--- config.mk ---
export PLATFORM = sky130hd
export DESIGN_NAME = matrix_driver
export DESIGN_NICKNAME = d
export VERILOG_FILES = /design/src/rtl/matrix_driver.sv
export SDC_FILE = /design/constraint.sdc
export NUM_CORES = 1
export LEC_CHECK = 0
export ABC_AREA = 0
export BUFFER_PORTS_ARGS = -buffer_cell sky130_fd_sc_hd__buf_2
export CORE_MARGIN = 2
export CORE_UTILIZATION = 41
export DETAILED_ROUTE_END_ITERATION = 7
export HOLD_SLACK_MARGIN = 0.05
export MAX_ROUTING_LAYER = met4
export PLACE_DENSITY = 0.71
export SLEW_MARGIN = 10
export SYNTH_ARGS = -nofsm -noshare
export SYNTH_HDL_FRONTEND = slang
export SYNTH_SLANG_ARGS = --single-unit
--- constraint.sdc ---
create_clock -name clk -period 2.6 [get_ports clk]
set_input_delay 0.13 -clock clk [delete_from_list [all_inputs] [get_ports clk]]
set_output_delay 0.13 -clock clk [all_outputs]
set_load 0.02 [all_outputs]
--- src/rtl/matrix_driver.sv ---
// Wishbone-writable 8x8 LED matrix picture store with a row-multiplexed 16-step PWM scanner.
// Define MATRIX_DOUBLE_BUFFER_EN for a shadow bank that is swapped into the display at frame wrap.
module matrix_driver #(
  parameter int unsigned WB_DATA_WIDTH   = 32,
  parameter int unsigned REG_COUNT       = 8,
  parameter int unsigned WB_ADDR_WIDTH   = $clog2(REG_COUNT),
  parameter int unsigned WB_SEL_WIDTH    = WB_DATA_WIDTH / 8,
  parameter int unsigned PWM_STEP_CYCLES = 1,
  parameter int unsigned BLANK_CYCLES    = 2
) (
  input  logic                       clk,
  input  logic                       reset_n,
  input  logic                       i_wb_cyc,
  input  logic                       i_wb_stb,
  input  logic                       i_wb_we,
  input  logic [WB_ADDR_WIDTH-1:0]   i_wb_addr,
  input  logic [WB_SEL_WIDTH-1:0]    i_wb_sel,
  input  logic [WB_DATA_WIDTH-1:0]   i_wb_wdata,
  output logic                       o_wb_ack,
  output logic                       o_wb_stall,
  output logic [WB_DATA_WIDTH-1:0]   o_wb_rdata,
  output logic [REG_COUNT-1:0]       o_row,
  output logic [WB_DATA_WIDTH/4-1:0] o_col,
  output logic                       o_frame
);

  localparam int unsigned NCOL    = WB_DATA_WIDTH / 4;
  localparam int unsigned ROW_W   = (REG_COUNT > 1) ? $clog2(REG_COUNT) : 1;
  localparam int unsigned BLANK_W = (BLANK_CYCLES > 1) ? $clog2(BLANK_CYCLES) : 1;
  localparam int unsigned SUB_W   = (PWM_STEP_CYCLES > 1) ? $clog2(PWM_STEP_CYCLES) : 1;

  typedef enum logic {ST_BLANK, ST_SHOW} state_t;

  logic [WB_DATA_WIDTH-1:0] disp [REG_COUNT];
  logic                     accept_c;
  logic                     write_c;
  logic [WB_DATA_WIDTH-1:0] rd_word_c;
  logic [WB_DATA_WIDTH-1:0] wr_word_c;
  logic                     ack_q;

  state_t                   state, state_n;
  logic [BLANK_W-1:0]       blank_cnt, blank_n;
  logic [SUB_W-1:0]         sub_cnt, sub_n;
  logic [3:0]               step, step_n;
  logic [ROW_W-1:0]         row, row_n;
  logic [WB_DATA_WIDTH-1:0] step_word, step_word_c;
  logic                     wrap_c;
  logic [REG_COUNT-1:0]     row_c;
  logic [NCOL-1:0]          col_c;

  assign accept_c   = i_wb_cyc && i_wb_stb;
  assign write_c    = accept_c && i_wb_we;
  assign o_wb_stall = 1'b0;
  assign o_wb_ack   = ack_q && i_wb_cyc;

  // Byte-lane merge of the write data onto the currently readable word
  always_comb begin
    wr_word_c = rd_word_c;
    for (int unsigned b = 0; b < WB_SEL_WIDTH; b++) begin
      if (i_wb_sel[b]) wr_word_c[8*b +: 8] = i_wb_wdata[8*b +: 8];
    end
  end

`ifdef MATRIX_DOUBLE_BUFFER_EN
  logic [WB_DATA_WIDTH-1:0] shadow [REG_COUNT];
  logic                     dirty;

  assign rd_word_c = shadow[i_wb_addr];

  always_ff @(posedge clk or negedge reset_n) begin
    if (!reset_n) begin
      for (int unsigned i = 0; i < REG_COUNT; i++) shadow[i] <= '0;
      dirty <= 1'b0;
    end else begin
      if (write_c) shadow[i_wb_addr] <= wr_word_c;
      // A write coinciding with the swap keeps dirty so it is picked up next frame
      if (write_c)            dirty <= 1'b1;
      else if (wrap_c)        dirty <= 1'b0;
    end
  end

  always_ff @(posedge clk or negedge reset_n) begin
    if (!reset_n) begin
      for (int unsigned i = 0; i < REG_COUNT; i++) disp[i] <= '0;
    end else if (wrap_c && dirty) begin
      for (int unsigned i = 0; i < REG_COUNT; i++) disp[i] <= shadow[i];
    end
  end
`else
  assign rd_word_c = disp[i_wb_addr];

  always_ff @(posedge clk or negedge reset_n) begin
    if (!reset_n) begin
      for (int unsigned i = 0; i < REG_COUNT; i++) disp[i] <= '0;
    end else if (write_c) begin
      disp[i_wb_addr] <= wr_word_c;
    end
  end
`endif

  always_ff @(posedge clk or negedge reset_n) begin
    if (!reset_n) begin
      ack_q      <= 1'b0;
      o_wb_rdata <= '0;
    end else begin
      ack_q <= accept_c;
      if (accept_c && !i_wb_we) o_wb_rdata <= rd_word_c;
    end
  end

  always_ff @(posedge clk or negedge reset_n) begin
    if (!reset_n) begin
      state     <= ST_BLANK;
      blank_cnt <= '0;
      sub_cnt   <= '0;
      step      <= '0;
      row       <= '0;
      step_word <= '0;
      o_row     <= '0;
      o_col     <= '0;
      o_frame   <= 1'b0;
    end else begin
      state     <= state_n;
      blank_cnt <= blank_n;
      sub_cnt   <= sub_n;
      step      <= step_n;
      row       <= row_n;
      step_word <= step_word_c;
      o_row     <= row_c;
      o_col     <= col_c;
      o_frame   <= wrap_c;
    end
  end

  // Scan sequencing; the row word is sampled only at step boundaries so writes never split a step
  always_comb begin
    state_n     = state;
    blank_n     = blank_cnt;
    sub_n       = sub_cnt;
    step_n      = step;
    row_n       = row;
    step_word_c = step_word;
    wrap_c      = 1'b0;
    row_c       = '0;
    col_c       = '0;
    case (state)
      ST_BLANK: begin
        if (blank_cnt == BLANK_W'(BLANK_CYCLES - 1)) begin
          blank_n = '0;
          state_n = ST_SHOW;
        end else begin
          blank_n = BLANK_W'(blank_cnt + 1'b1);
        end
      end
      ST_SHOW: begin
        if (sub_cnt == '0) step_word_c = disp[row];
        row_c = REG_COUNT'(1) << row;
        for (int unsigned c = 0; c < NCOL; c++) col_c[c] = step_word_c[4*c +: 4] > step;
        if (sub_cnt == SUB_W'(PWM_STEP_CYCLES - 1)) begin
          sub_n = '0;
          if (step == 4'hF) begin
            step_n  = '0;
            state_n = ST_BLANK;
            if (row == ROW_W'(REG_COUNT - 1)) begin
              row_n  = '0;
              wrap_c = 1'b1;
            end else begin
              row_n = ROW_W'(row + 1'b1);
            end
          end else begin
            step_n = 4'(step + 4'd1);
          end
        end else begin
          sub_n = SUB_W'(sub_cnt + 1'b1);
        end
      end
      default: state_n = ST_BLANK;
    endcase
  end

endmodule
==> results.json, run 1 <==
{
  "status": "completed",
  "route.detailed.drc": 0,
  "r2r_start": "row[0]",
  "worst-path-max-fanout": 25,
  "synthToLayoutAreaGrowth_pct": 16.9,
  "cts_tree": "yes",
  "criticalPathCategory": "reg2reg",
  "holdPathEnd": "disp[41]",
  "drv_slew": 0,
  "crit_chain": "buf_12 -> mux4_2 -> nand2_1 -> nand2_1 -> ha_1 -> a21oi_1 -> o22ai_1 -> o221a_2",
  "cts.path.max_buffers": 3,
  "ys_ff_latch": 315,
  "path_buf_inv": 1,
  "start_kind": "flop",
  "cp.depth": 8,
  "cap_violations": 0,
  "total_power_uw": 13800,
  "die_h_um": 203,
  "yosys_warnings": 0,
  "slowest_stage": "dfrtp_4",
  "r2r_slack_ps": 170,
  "cp.required_ps": 3000,
  "async_reset_ff_frac": 1.00,
  "hold_viol_final": 0,
  "grtUsageTotal": 0.213,
  "drive_gt1_frac": 0.285,
  "root_buffer": "clkbuf_16",
  "synth_edf_count": 0,
  "worstPathArrival_ps": 2830,
  "finalWirelength_mm": 41.2,
  "detail_route.wl_per_cell_um": 20.3,
  "fmax_mhz": 411,
  "finClkSkew_ps": 18.5,
  "r2r-end": "o_col[0]",
  "vias": 11300,
  "yosys-top-cells-count": "nand2_1 (342), dfrtp_1 (315), o21ai_0 (252)",
  "place_inst": 1933,
  "vdd_drop_max_mv": 0.408,
  "dr.first_iter.drc_count": 905,
  "critical_path.top_delay_family": "compound AO/OA/AOI/OAI gates",
  "grt_overflow": 0,
  "relSlewSlack": 0.475,
  "grt_pass1_vias": 11800,
  "grt_max_degree": 93,
  "die_area_um2": 41400,
  "fin_ws_ps": 165,
  "grt_setup_unrepaired": "no",
  "synthTopCellsByArea": "dfrtp_1 (48%), mux4_2 (18%), nand2_1 (7.9%), o21ai_0 (7.7%), mux2_2 (4.5%)",
  "worstMarginPinSlew_ps": 787,
  "synth_top_cell_area_share": 0.483,
  "drtPass1Iterations": 5,
  "vias_per_cell": 5.56,
  "synth_nets": 1459,
  "dpl.hpwl_mm": 25.9,
  "hold_path_startpoint": "i_wb_wdata[9]",
  "synth_most_common_cell": "nand2_1",
  "stdcell_count": 2033,
  "die_w_um": 203,
  "hold_class": "in2reg",
  "min_period_ps": 2430,
  "synth_area_um2": 16300,
  "power.leakage_uw": 0.00860,
  "fin_nets": 1563,
  "ant_nets": 0,
  "synth-seq-area-share": 0.483,
  "ys.flop_type": "dfrtp_1",
  "path_common_cell": "nand2_1",
  "post_cts_buffers": 0,
  "synth_top_cell_by_area": "dfrtp_1",
  "rows": 73,
  "grt_pass1_wl_mm": 67.1,
  "dp_slack_ps": 192,
  "rr_worst_depth": 8,
  "synthCells": 1376,
  "antenna_found_initial": 1,
  "setup_viol": 0,
  "min_delay_path_depth": 3,
  "clk_latency_ps": 520,
  "nFillCells": 3501,
  "synth_cell_type_count": 34,
  "finalCritPeriodShare": 0.936,
  "powerDensity_nw_per_um2": 721,
  "endpoint_kind": "flop",
  "numCtsBuffers": 36,
  "syn_avg_cell_area_um2": 11.9,
  "start_util": 0.413,
  "finalWeightedCongestion": 0.786,
  "port_buffers": 93,
  "cp_slowest_stage_delay_ps": 520,
  "tns_ps": 0,
  "fp.coreArea_um2": 39500,
  "htree_levels": 2,
  "clk_pin_slew_worst_paths_ps": 60,
  "io_pins": 95,
  "cts_sinks": 315
}
## worst register-to-register path, cell delays in order (launching register included)
cell and delay, ps:
dfrtp_4 520, buf_12 250, mux4_2 560, nand2_1 80, nand2_1 60, ha_1 290, a21oi_1 180, o22ai_1 110
o221a_2 270
## where the power goes
group / internal [uW] / switching, uW
registers: 5660 / 561
clock network: 3000 / 2000
logic: 1260 / 1260
total: 9930 / 3830
## cells by family after synthesis
| kind of cell | count (synthesis) | share of synthesized area |
|---|---|---|
| adders and majority gates | 39 | 0.0299 |
| AOI/OAI and AO/OA | 287 | 0.0908 |
| DFF | 315 | 0.483 |
| and+or+nand+nor | 378 | 0.0920 |
| muxes | 233 | 0.271 |
| other | 1 | 0.000230 |
| buffers and inverters | 120 | 0.0314 |
| xor gates and xnor gates | 3 | 0.00161 |
## registers in the layout, summed over array words and instances, names as in the netlist
name	cells
ack_q	1
blank_cnt	1
disp	256
o_col	8
o_frame	1
o_row	8
o_wb_rdata	32
row	3
state	1
step	4
## layout by cell type (no fill, tap or decap), drive strengths merged, types with 3 or more instances in the layout
cell	count
inv	20
dlygate4sd3	34
o21a	5
o221a	4
clkinv	8
o21ai	264
clkbuf	55
o22ai	4
nand4	6
mux4	128
mux2i	40
buf	133
a21oi	9
nand3	6
nor2b	7
and2	8
dfrtp	315
nand2	342
mux2	65
ha	39
and3	3
## stage by stage
stage	hold slack (ps)	area, um^2	utilization
floorplan	-166	16300	-
global placement	200	17600	0.445
detailed placement	211	17600	0.445
CTS	55.4	19100	0.483
global route	66.6	19100	0.483
finish	58.5	19100	0.483
## layout make-up
class | count | area [um^2] | share of cell area
antenna | 1 | 2.50 | 0.000131
clock buffer | 55 | 1090 | 0.0573
clock inverter | 10 | 86.3 | 0.00453
inverter | 19 | 71.3 | 0.00374
multi-input combinational | 941 | 7940 | 0.416
sequential | 315 | 7890 | 0.414
tap | 525 | 657 | 0.0344
timing repair buffer | 167 | 1330 | 0.0698
## timing repair
action,CTS,global route
resized for setup,0,0
hold buffers,34,0
setup endpoints to repair,0,0
endpoints found under the hold margin,309,0
## metal layers
| layer | global-route usage | part of all wire | vias to the layer above |
|---|---|---|---|
| li1 | - | - | 5144 |
| met1 | 0.269 | 0.42 | 5714 |
| met2 | 0.355 | 0.50 | 351 |
| met3 | 0.0334 | 0.057 | 99 |
| met4 | 0.0683 | 0.030 | 0 |
| met5 | - | 0 | - |
## worst max path at each step
stage | endpoint | startpoint | slack (ps)
floorplan | o_col[6] | row[0] | 20
global placement | o_col[7] | row[0] | 250
detailed placement | o_col[0] | row[0] | 190
CTS | o_col[7] | row[0] | 180
global route | o_col[0] | row[0] | 6
finish | o_col[0] | row[0] | 170
Power figures use the tool's default switching activity.
==> run 2: changes to the inputs <==
==> constraint.sdc (replaced) <==
create_clock -name clk -period 2.6 [get_ports clk]
set_input_delay 0.26 -clock clk [delete_from_list [all_inputs] [get_ports clk]]
set_output_delay 0.26 -clock clk [all_outputs]
set_load 0.02 [all_outputs]
==> run 2 against run 1 <==
  * Core utilization decreased by 0.83 points
  * Maximum frequency increased by 2.4%
  * Wire length increased by 1.1%
  * Largest power group unchanged
  * Sequential share of layout area increased by 0.73 points
  * Combinational power about the same
  * Register-to-register slack improved by 60 ps
  * Sequential power about the same
  * Sequential cell count unchanged
  * Critical path type unchanged
  * Worst setup slack improved by 56 ps
==> results.json, run 2 (synthesis results as in run 1) <==
{
  "combPwrFrac": 0.181,
  "r2r-end": "o_col[2]",
  "io_pins": 95,
  "powerDensity_nw_per_um2": 732,
  "die_area_um2": 41400,
  "dr.first_iter.drc_count": 683,
  "worst-path-max-fanout": 26,
  "htree_levels": 2,
  "cp.required_ps": 2990,
  "finClkSkew_ps": 16.3,
  "worstPathArrival_ps": 2770,
  "p_seq_frac": 0.453,
  "ant_nets": 0,
  "nFillCells": 3504,
  "route.detailed.drc": 0,
  "die_h_um": 203,
  "min_period_ps": 2380,
  "endpoint_kind": "flop",
  "criticalPathCategory": "reg2reg",
  "grt_overflow": 0,
  "grt_setup_unrepaired": "no",
  "vias": 11200,
  "cts_tree": "yes",
  "worstMarginPinSlew_ps": 824,
  "cap_violations": 0,
  "detail_route.wl_per_cell_um": 20.9,
  "start_kind": "flop",
  "die_w_um": 203,
  "antenna_found_initial": 0,
  "regMostFlops": "disp",
  "clk_pin_slew_worst_paths_ps": 60,
  "path_common_cell": "nand2_1",
  "tns_ps": 0,
  "rows": 73,
  "grt_max_degree": 85,
  "critical_path.top_delay_family": "multiplexers",
  "power.leakage_uw": 0.00846,
  "cts_sinks": 315,
  "hold_path_startpoint": "i_wb_wdata[20]",
  "p_sw_frac": 0.276,
  "whs_ps": 116,
  "r2r_slack_ps": 220,
  "dp_slack_ps": 219,
  "numCtsBuffers": 35,
  "antenna_cells": 0,
  "final_common_cell": "nand2_1",
  "finalCritPeriodShare": 0.915,
  "path_buf_inv": 2,
  "p_sw_uw": 3790,
  "hold_class": "in2reg",
  "grtUsageTotal": 0.214,
  "largest_reg_flops": 256,
  "vdd_drop_max_mv": 0.364,
  "relSlewSlack": 0.451,
  "min_delay_path_depth": 3,
  "vias_per_cell": 5.60,
  "drtPass1Iterations": 5,
  "root_buffer": "clkbuf_16",
  "synthToLayoutAreaGrowth_pct": 14.9,
  "setup_viol": 0,
  "p_int_uw": 9930,
  "drive_gt1_frac": 0.289,
  "r2r_start": "row[0]",
  "final_cell_mix": "nand2_1 (336), dfrtp_1 (313), o21ai_0 (252)",
  "largestRegisters": "disp (256), o_wb_rdata (32)",
  "status": "completed",
  "grt_pass1_wl_mm": 66.8,
  "cp_slowest_stage_delay_ps": 520,
  "crit_chain": "buf_12 -> buf_4 -> mux4_2 -> nand2_1 -> nand2_1 -> ha_1 -> o21a_1 -> o21ai_0 -> a21oi_1",
  "drv_slew": 0,
  "rr_worst_depth": 9,
  "finalWeightedCongestion": 0.775,
  "power_frac_clock": 0.365,
  "fmax_mhz": 420,
  "dpl.hpwl_mm": 25.4,
  "fp.coreArea_um2": 39500,
  "start_util": 0.413,
  "cts.path.max_buffers": 3,
  "fin_nets": 1531,
  "holdPathEnd": "disp[116]",
  "fin_ws_ps": 221,
  "hold_viol_final": 0,
  "slowest_stage": "mux4_2",
  "clk_latency_ps": 520,
  "finalWirelength_mm": 41.7,
  "grt_pass1_vias": 11800,
  "port_buffers": 93
}
[run 2: changes by cell type in the layout (fill, tap and decap cells not counted)]
cell / before / now
dlygate4sd3_1: 34 / 3
clkbuf_1: 8 / 10
clkbuf_8: 10 / 8
inv_6: 2 / 0
bufinv_16: 1 / 2
clkinv_4: 1 / 0
diode_2: 1 / 0
[run 2: worst max path at each step]
stage                       from  cells past startpoint  slack, ps       end
final                     row[0]                      9        220  o_col[2]
after detailed placement  row[0]                      9        220  o_col[2]
after global placement    row[0]                      9        300  o_col[2]
after CTS                 row[0]                      9        200  o_col[2]
after floorplan           row[0]                     11         20  o_col[6]
after global routing      row[0]                      9         90  o_col[2]
[run 2: power by group through the flow]
stage	Sequential, uW	Combinational (uW)	Clock [uW]
final	6220	2490	5010
after global routing	6320	2770	5290
after CTS	6210	2520	5090
after detailed placement	6290	2500	0
after global placement	6240	2410	0
after floorplan	6260	1670	0
[run 2: repair_timing]
| item | CTS | global route |
|---|---|---|
| hold endpoints to repair | 76 | 0 |
| gates resized for setup | 0 | 0 |
| setup buffers | 0 | 0 |
| hold buffers | 3 | 0 |
[run 2: routing by layer]
metal	track usage	share of wire	vias up
li1	-	-	5073
met1	0.272	0.41	5678
met2	0.349	0.49	355
met3	0.0403	0.065	84
met4	0.0670	0.028	0
met5	-	0	-
[run 2: tightest hold or removal path: stages]
cell	delay (ps)
buf_2	100
mux2i_4	100
o21ai_1	130
[run 2: final cells by class]
class / instances / area [um^2] / area share
flip-flops and latches: 315 / 7890 / 0.421
clock inverters: 8 / 90.1 / 0.00481
well taps: 525 / 657 / 0.0350
clock buffers: 55 / 1070 / 0.0573
inverters: 19 / 71.3 / 0.00380
multi-input cells: 941 / 7940 / 0.424
repair buffers: 136 / 1020 / 0.0545
[run 2: stage by stage]
step	utilization	total power, uW	instances	instance area (um^2)
after floorplan	-	7940	1376	16300
after global placement	0.445	8660	1933	17600
after detailed placement	0.445	8790	1933	17600
after CTS	0.475	13800	1999	18700
after global routing	0.475	14400	1999	18700
final	0.475	13700	1999	18700
